--- config.mk ---
export PLATFORM = sky130hd
export DESIGN_NAME = opram_arb
export DESIGN_NICKNAME = d
export VERILOG_FILES = /design/src/rtl/opram_arb_pkg.sv /design/src/rtl/opram_arb_rr.sv /design/src/rtl/opram_arb.sv
export SDC_FILE = /design/constraint.sdc
export NUM_CORES = 1
export LEC_CHECK = 0
export CAP_MARGIN = 20
export CORE_ASPECT_RATIO = 1.5
export CORE_UTILIZATION = 37
export CTS_BUF_LIST = sky130_fd_sc_hd__clkbuf_4
export DETAILED_ROUTE_END_ITERATION = 6
export PLACE_DENSITY = 0.88
export RECOVER_POWER = 25
export SETUP_SLACK_MARGIN = 0.1
export SLEW_MARGIN = 20
export SYNTH_ARGS = -nofsm -noshare
export SYNTH_HDL_FRONTEND = slang
export SYNTH_SLANG_ARGS = --single-unit
--- constraint.sdc ---
create_clock -name clk -period 3.3 [get_ports clk]
set_input_delay 0.495 -clock clk [delete_from_list [all_inputs] [get_ports clk]]
set_output_delay 0.495 -clock clk [all_outputs]
set_load 0.01 [all_outputs]
--- src/rtl/opram_arb_pkg.sv ---
`default_nettype none
// ============================================================================
// Module   : opram_arb_pkg
// Brief    : Shared arbiter state encoding and port-index constants for opram_arb.
// Revision : 1.0 - initial release
// ============================================================================
package opram_arb_pkg;

    typedef enum logic [1:0] {
        ST_FREE = 2'd0,
        ST_OWN0 = 2'd1,
        ST_OWN1 = 2'd2
    } arb_state_t;

    localparam logic c_PORT0 = 1'b0;
    localparam logic c_PORT1 = 1'b1;

endpackage : opram_arb_pkg
`default_nettype wire

--- src/rtl/opram_arb_rr.sv ---
`default_nettype none
// ============================================================================
// Module   : opram_arb_rr
// Brief    : Two-way round-robin pick between eligible ports, owns rr_last.
// Revision : 1.0 - initial release
// ============================================================================
module opram_arb_rr
    import opram_arb_pkg::*;
#(
    parameter int P0_FIRST = 1
) (
    input  logic clk,
    input  logic reset,
    input  logic elig0,
    input  logic elig1,
    output logic grant_valid,
    output logic grant_port
);

    // Index of the last accepted port; preset so the first contest goes to the
    // port selected by P0_FIRST.
    logic r_rr_last;

    always_comb begin
        grant_valid = elig0 | elig1;
        if (elig0 && elig1) begin
            grant_port = ~r_rr_last;
        end else if (elig1) begin
            grant_port = c_PORT1;
        end else begin
            grant_port = c_PORT0;
        end
    end

    always_ff @(posedge clk or posedge reset) begin
        if (reset) begin
            r_rr_last <= (P0_FIRST != 0) ? c_PORT1 : c_PORT0;
        end else if (grant_valid) begin
            r_rr_last <= grant_port;
        end
    end

endmodule : opram_arb_rr
`default_nettype wire

--- src/rtl/opram_arb.sv ---
`default_nettype none
// ============================================================================
// Module   : opram_arb
// Brief    : Arbitrates the single-port opcode RAM between core fetch (port 0)
//            and host loader/debug (port 1) with round-robin and burst lock.
// Revision : 1.0 - initial release
// ============================================================================
module opram_arb
    import opram_arb_pkg::*;
#(
    parameter int ADDR_W   = 8,
    parameter int DATA_W   = 8,
    parameter int P0_FIRST = 1
) (
    input  logic              clk,
    input  logic              reset,
    input  logic              req0,
    input  logic              req1,
    input  logic              we0,
    input  logic              we1,
    input  logic              lock0,
    input  logic              lock1,
    input  logic [ADDR_W-1:0] addr0,
    input  logic [ADDR_W-1:0] addr1,
    input  logic [DATA_W-1:0] wdata0,
    input  logic [DATA_W-1:0] wdata1,
    output logic              ack0,
    output logic              ack1,
    output logic              rvalid0,
    output logic              rvalid1,
    output logic [DATA_W-1:0] rdata0,
    output logic [DATA_W-1:0] rdata1,
    output logic              ram_ce,
    output logic              ram_oce,
    output logic              ram_wre,
    output logic              ram_reset,
    output logic [ADDR_W-1:0] ram_ad,
    output logic [DATA_W-1:0] ram_din,
    input  logic [DATA_W-1:0] ram_dout
);

    arb_state_t        r_state;
    logic              r_rvalid0;
    logic              r_rvalid1;
    logic [ADDR_W-1:0] r_ad_hold;
    logic [DATA_W-1:0] r_din_hold;

    logic              w_elig0;
    logic              w_elig1;
    logic              w_grant_valid;
    logic              w_grant_port;
    logic              w_ack0;
    logic              w_ack1;
    logic              w_sel_we;
    logic [ADDR_W-1:0] w_sel_ad;
    logic [DATA_W-1:0] w_sel_din;

    // An owner holding its request blocks the other port; an idle owner does not.
    assign w_elig0 = ~reset & req0 & ~((r_state == ST_OWN1) & req1);
    assign w_elig1 = ~reset & req1 & ~((r_state == ST_OWN0) & req0);

    opram_arb_rr #(
        .P0_FIRST (P0_FIRST)
    ) u_rr (
        .clk         (clk),
        .reset       (reset),
        .elig0       (w_elig0),
        .elig1       (w_elig1),
        .grant_valid (w_grant_valid),
        .grant_port  (w_grant_port)
    );

    assign w_ack0 = w_grant_valid & (w_grant_port == c_PORT0);
    assign w_ack1 = w_grant_valid & (w_grant_port == c_PORT1);

    assign w_sel_we  = w_ack1 ? we1    : we0;
    assign w_sel_ad  = w_ack1 ? addr1  : addr0;
    assign w_sel_din = w_ack1 ? wdata1 : wdata0;

    assign ack0      = w_ack0;
    assign ack1      = w_ack1;
    assign ram_ce    = w_grant_valid;
    assign ram_wre   = w_grant_valid & w_sel_we;
    assign ram_oce   = 1'b1;
    assign ram_reset = reset;
    // Idle cycles replay the last address/data so the RAM pins stay quiet.
    assign ram_ad    = w_grant_valid ? w_sel_ad  : r_ad_hold;
    assign ram_din   = w_grant_valid ? w_sel_din : r_din_hold;

    assign rvalid0 = r_rvalid0;
    assign rvalid1 = r_rvalid1;
    assign rdata0  = ram_dout;
    assign rdata1  = ram_dout;

    always_ff @(posedge clk or posedge reset) begin
        if (reset) begin
            r_rvalid0  <= 1'b0;
            r_rvalid1  <= 1'b0;
            r_ad_hold  <= '0;
            r_din_hold <= '0;
        end else begin
            r_rvalid0 <= w_ack0 & ~we0;
            r_rvalid1 <= w_ack1 & ~we1;
            if (w_grant_valid) begin
                r_ad_hold  <= w_sel_ad;
                r_din_hold <= w_sel_din;
            end
        end
    end

    always_ff @(posedge clk or posedge reset) begin
        if (reset) begin
            r_state <= ST_FREE;
        end else begin
            case (r_state)
                ST_FREE: begin
                    if (w_ack0 && lock0) begin
                        r_state <= ST_OWN0;
                    end else if (w_ack1 && lock1) begin
                        r_state <= ST_OWN1;
                    end
                end
                ST_OWN0: begin
                    // Releasing owner may coincide with the other port taking a lock.
                    if (!lock0 && (w_ack0 || !req0)) begin
                        r_state <= (w_ack1 && lock1) ? ST_OWN1 : ST_FREE;
                    end
                end
                ST_OWN1: begin
                    if (!lock1 && (w_ack1 || !req1)) begin
                        r_state <= (w_ack0 && lock0) ? ST_OWN0 : ST_FREE;
                    end
                end
                default: r_state <= ST_FREE;
            endcase
        end
    end

endmodule : opram_arb
`default_nettype wire

==> results of run 1 <==
[worst paths after layout]
check                                from       endpoint  slack (ps)  depth (start not counted)
max in group asynchronous           reset  r_din_hold[6]        1450                          3
hold reg to reg                r_state[1]     r_state[0]         540                          1
min in group asynchronous           reset   r_ad_hold[2]        1190                          3
setup reg to reg           u_rr.r_rr_last  r_din_hold[1]        1590                          3
hold / removal                 r_state[1]     r_state[0]         540                          1
setup / recovery                    reset     ram_din[1]         250                          5
[per-layer routing]
metal / up-vias / track usage, %
li1: 445 / -
met1: 481 / 22.8
met3: 6 / 2.33
met5: - / 0
met4: 0 / 4.44
met2: 41 / 33.2
[power breakdown]
group | switching (mW) | total [mW] | internal [mW]
logic | 0.106 | 0.267 | 0.161
registers | 0.0170 | 0.317 | 0.300
clock network | 0.0726 | 0.118 | 0.0449
total | 0.196 | 0.702 | 0.506
[kinds of logic (layout without fill, tap and decap cells)]
family / after synthesis / count (layout)
flops: 21 / 21
buf+inv: 26 / 71
compound gates: 28 / 28
simple gates: 27 / 27
other cells: 1 / 1
[final cells by class]
type | count | area [um2]
Clock buffer | 3 | 22.5
Clock inverter | 1 | 5.00
Fill cell | 271 | 1280
Inverter | 3 | 11.3
Multi-Input combinational cell | 56 | 419
Sequential cell | 21 | 527
Tap cell | 39 | 48.8
Timing Repair Buffer | 64 | 632
[registers in the layout, summed over array words and instances (netlist names)]
name            count
r_ad_hold           8
r_din_hold          8
r_state             2
rvalid0             1
rvalid1             1
u_rr.r_rr_last      1
[cells in the final DEF, fill, tap and decap left out, types with 2 or more instances in the layout]
master           instances
clkdlybuf4s50_1         61
dfrtp_1                 20
and2_1                  16
a221o_1                 16
inv_1                    3
nor2_1                   3
a21o_1                   3
clkbuf_4                 3
nor2b_1                  2
nand2_1                  2
==> reports/results.tsv, run 1 <==
metric	value	unit
skew	11.5	ps
cts_buffers	3	
setup_tns	0	ps
finalHoldViolCount	0	
ys_seq_area_share	45.9	%
die-width	47.5	um
routedWlPerCell	16.2	um
area_growth_syn_to_layout	45.1	%
drc	0	
drive_gt1_share	6.76	%
yosysUniqueCellTypes	28	
grt_pass1_vias	989	
synth_fp_nets	151	
synth_top_family_by_area	compound AO/OA/AOI/OAI gates	
cts_resized	0	
crit_fanout	22	
ant_nets	0	
holdWs	543	ps
power.density	421	mW/mm2
vdd_drop_max	436	uV
path_buf_inv	3	
syn_area	0.00115	mm2
yosys.area_share.simple	13.8	%
crit_family	buffers and inverters	
clockBufferDepth	2	
grt_pass1_wl	4.62	mm
cpPeakStageDelay	630	ps
synth_fa_ha_area_share	0	%
cp.arrival	2560	ps
worstSetupPathType	primary input to output pin	
setup_slack	246	ps
yosysMostFrequentCell	dfrtp_1	
drt-initial-drc-count	46	
clockRootBuffer	clkbuf_4	
routed_via_density	5.20	
io_buffers	62	
critPathRequiredTime	2800	ps
top_layer	met4	
synth.area.top_cells	dfrtp_1 (44%), a221o_1 (14%), buf_4 (12%), and2_1 (8.7%), dfstp_2 (2.3%)	
synth_edf_count	0	
synth_xor_area_share	0	%
coreArea	0.00294	mm2
wl_met2	1.69	mm
drt_wl_total	3.04	mm
gp_routability_congestion	0.820	
hp-class	flip-flop to flip-flop	
synth_cells	103	
diodes	0	
synthFlopType	dfrtp_1	
timing.fmax	0.327	GHz
htreeDepth	1	
ys_warn_count	0	
cap_violations	0	
drtPass1Iterations	4	
antenna_found_initial	0	
worst_pin_slew	1110	ps
insertion_delay	290	ps
leakage	0.700	nW
ys_ff_latch	21	
clk_pin_slew	110	ps
dr_wl_met3	166	um
setup_viol	0	
dr_total_vias	973	
crit_path_start_kind	primary input	
synth_compound_area_share	22.4	%
rows	24	
async_flop_share	100	%
ios	88	
finalCriticalPeriod	3050	ps
cts_tree	yes	
final_core_util	56.6	%
placed_cells	183	
synth_common_cells	dfrtp_1 (20), buf_4 (18), a221o_1 (16), and2_1 (16)	
cp-end-kind	output pin	
grt_max_degree	23	
power.total	0.702	mW
pre_cts_slack	267	ps
grt_overflow	0	
synth_top_area_share	43.6	%
final_cell_area	0.00167	mm2
cp_slowest_cell	dlygate4sd3_1	
slew_headroom	26.2	%
wl_met1	1.13	mm
synthMuxAreaShare	0	%
path_cells	dlygate4sd3_1 > inv_1 > o311a_2 > a221o_1 > clkdlybuf4s50_1	
clkSinkCount	21	
rsz0062_at_grt	no	
postCtsSetupBuffers	0	
place_hpwl	2.33	mm
maxSlewViolCount	0	
initial_core_util	39.0	%
syn_avg_cell_area	11.1	um2
grtUsageTotal	18.8	%
placed_area	0.00164	mm2
instances_no_fill	187	
synth_top_area_cell	dfrtp_1	
die_area	0.00333	mm2
cts-hold-fix-buffers	0	
die_y	70.2	um
nets	197	
status	finished clean	
post-route-period-util	92.5	%
(Power assumes the default switching activity.)
==> run 2: changes to the inputs <==
--- a/config.mk
+++ b/config.mk
@@ -11,2 +11,3 @@
 export CTS_BUF_LIST = sky130_fd_sc_hd__clkbuf_4
+export CTS_CLUSTER_SIZE = 16
 export DETAILED_ROUTE_END_ITERATION = 6
--- a/constraint.sdc
+++ b/constraint.sdc
@@ -3,2 +3,2 @@
 set_output_delay 0.495 -clock clk [all_outputs]
-set_load 0.01 [all_outputs]
+set_load 0.05 [all_outputs]
==> run 2 against run 1 <==
Compared with the run above:
- clock power about the same
- register-to-register slack got worse by 30 ps
- sequential share of layout area rose by 0.12 points
- count of clock-buffer cells in the layout is the same
- sequential power about the same
- critical path depth down 1
- die area is the same
- clock skew is 10 ps lower
- total power up 17%
- via count shrank 2.4%
- first-iteration DRC count is 22% lower
- highest routed layer unchanged
==> reports/results.tsv, run 2 (synthesis results as in run 1) <==
metric	value	unit	change
drt-initial-drc-count	36		-22%
post-route-period-util	87.7	%	-4.9 points
final_cell_area	0.00166	mm2	-0.38%
vdd_drop_max	359	uV	-18%
worstSetupPathType	primary input to output pin		
cts_resized	0		unchanged
clockBufferDepth	2		unchanged
die_area	0.00333	mm2	unchanged
grt_overflow	0		unchanged
clockRootBuffer	clkbuf_4		
skew	1.27	ps	-10.2 ps
crit_path_start_kind	primary input		
rows	24		unchanged
status	finished clean		
die_y	70.2	um	unchanged
power.density	497	mW/mm2	+18%
clkSinkCount	21		unchanged
cp.arrival	2400	ps	-160 ps
postCtsSetupBuffers	0		unchanged
diodes	0		unchanged
routed_via_density	5.05		-2.9%
place_hpwl	2.27	mm	-2.5%
setup_viol	0		unchanged
nets	198		+0.51%
top_regs	r_ad_hold (8), r_din_hold (8), r_state (2)		
leakage	0.735	nW	+5.1%
cts-hold-fix-buffers	0		unchanged
insertion_delay	290	ps	about the same
rsz0062_at_grt	no		
placed_cells	184		+0.55%
hold-path-cell-count	1		unchanged
cap_violations	0		unchanged
instances_no_fill	188		+0.53%
area_growth_syn_to_layout	44.6	%	
antenna_found_initial	0		unchanged
dr_total_vias	950		-2.4%
coreArea	0.00294	mm2	unchanged
cts_tree	yes		
timing.fmax	0.346	GHz	+5.6%
worst_pin_slew	638	ps	-469 ps
pre_cts_slack	432	ps	+165 ps
htreeDepth	1		unchanged
drive_gt1_share	19.5	%	+13 points
critPathRequiredTime	2800	ps	about the same
die-width	47.5	um	unchanged
cts_buffers	3		unchanged
grt_pass1_vias	1080		+9.2%
crit_fanout	18		-18%
rr_worst_depth	3		unchanged
grtUsageTotal	18.8	%	about the same
io_buffers	62		unchanged
routedWlPerCell	15.3	um	-6.1%
mostFrequentLayoutCells	clkdlybuf4s50_1 (42), dfrtp_1 (20), buf_4 (17)		
drtPass1Iterations	6		+2
hp-class	flip-flop to flip-flop		
finalCriticalPeriod	2890	ps	-161 ps
maxSlewViolCount	0		unchanged
nFillCells	287		+5.9%
setup_slack	407	ps	+161 ps
final_common_cell	clkdlybuf4s50_1		
finalHoldViolCount	0		unchanged
grt_max_degree	23		unchanged
setup_tns	0	ps	unchanged
clk_pin_slew	110	ps	about the same
gp_routability_congestion	0.876		+6.8%
grt_pass1_wl	4.63	mm	+0.28%
drt_wl_total	2.87	mm	-5.6%
initial_core_util	39.0	%	unchanged
cp-end-kind	output pin		
slew_headroom	57.5	%	+31 points
placed_area	0.00164	mm2	-0.15%
ant_nets	0		unchanged
power.total	0.824	mW	+17%
drc	0		unchanged
ios	88		unchanged
[run 2: report_power, final]
part	internal, mW	total (mW)	switching [mW]
clock	0.0450	0.116	0.0710
sequential	0.300	0.316	0.0163
combinational	0.154	0.392	0.238
total	0.499	0.824	0.325
[run 2: worst paths after layout]
path,from,to,slack [ps]
setup / recovery,reset,ack0,410
hold / removal,u_rr.r_rr_last,u_rr.r_rr_last,550
setup reg to reg,u_rr.r_rr_last,r_ad_hold[0],1560
hold reg to reg,u_rr.r_rr_last,u_rr.r_rr_last,550
max in group asynchronous,reset,r_ad_hold[3],1930
min in group asynchronous,reset,r_din_hold[3],890
[run 2: per-stage QoR]
| step | utilization [%] | hold slack (ps) |
|---|---|---|
| 2_1_floorplan | - | 481 |
| 3_3_place_gp | 55.7 | 495 |
| 3_5_place_dp | 55.7 | 522 |
| 4_1_cts | 56.6 | 543 |
| 5_1_grt | 56.4 | 579 |
| 6_report | 56.4 | 551 |
[run 2: cell type report]
| class | instances | area, um2 | share of cell area [%] |
|---|---|---|---|
| tap | 39 | 48.8 | 2.94 |
| clock inverter | 1 | 5.00 | 0.302 |
| timing repair buffer | 65 | 626 | 37.7 |
| clock buffer | 3 | 22.5 | 1.36 |
| inverter | 3 | 11.3 | 0.679 |
| sequential | 21 | 527 | 31.7 |
| multi-input combinational | 56 | 419 | 25.3 |
[run 2: routing by layer]
| metal | vias to the layer above | wire, um | track usage [%] |
|---|---|---|---|
| met5 | - | 0 | 0 |
| met4 | 0 | 93 | 9.52 |
| met3 | 13 | 162 | 3.10 |
| met2 | 43 | 1600 | 34.1 |
| met1 | 450 | 1010 | 18.6 |
| li1 | 444 | - | - |
[run 2: worst max-delay path, stage by stage]
cell and delay (ps):
dlygate4sd3_1 620, nor2_1 160, and2_4 270, clkdlybuf4s50_1 850
==> run 3: changes to the inputs <==
SLEW_MARGIN = default   (was 20)
==> results of run 3 <==
The final DEF is identical to that of run 2; final timing and power are the same.
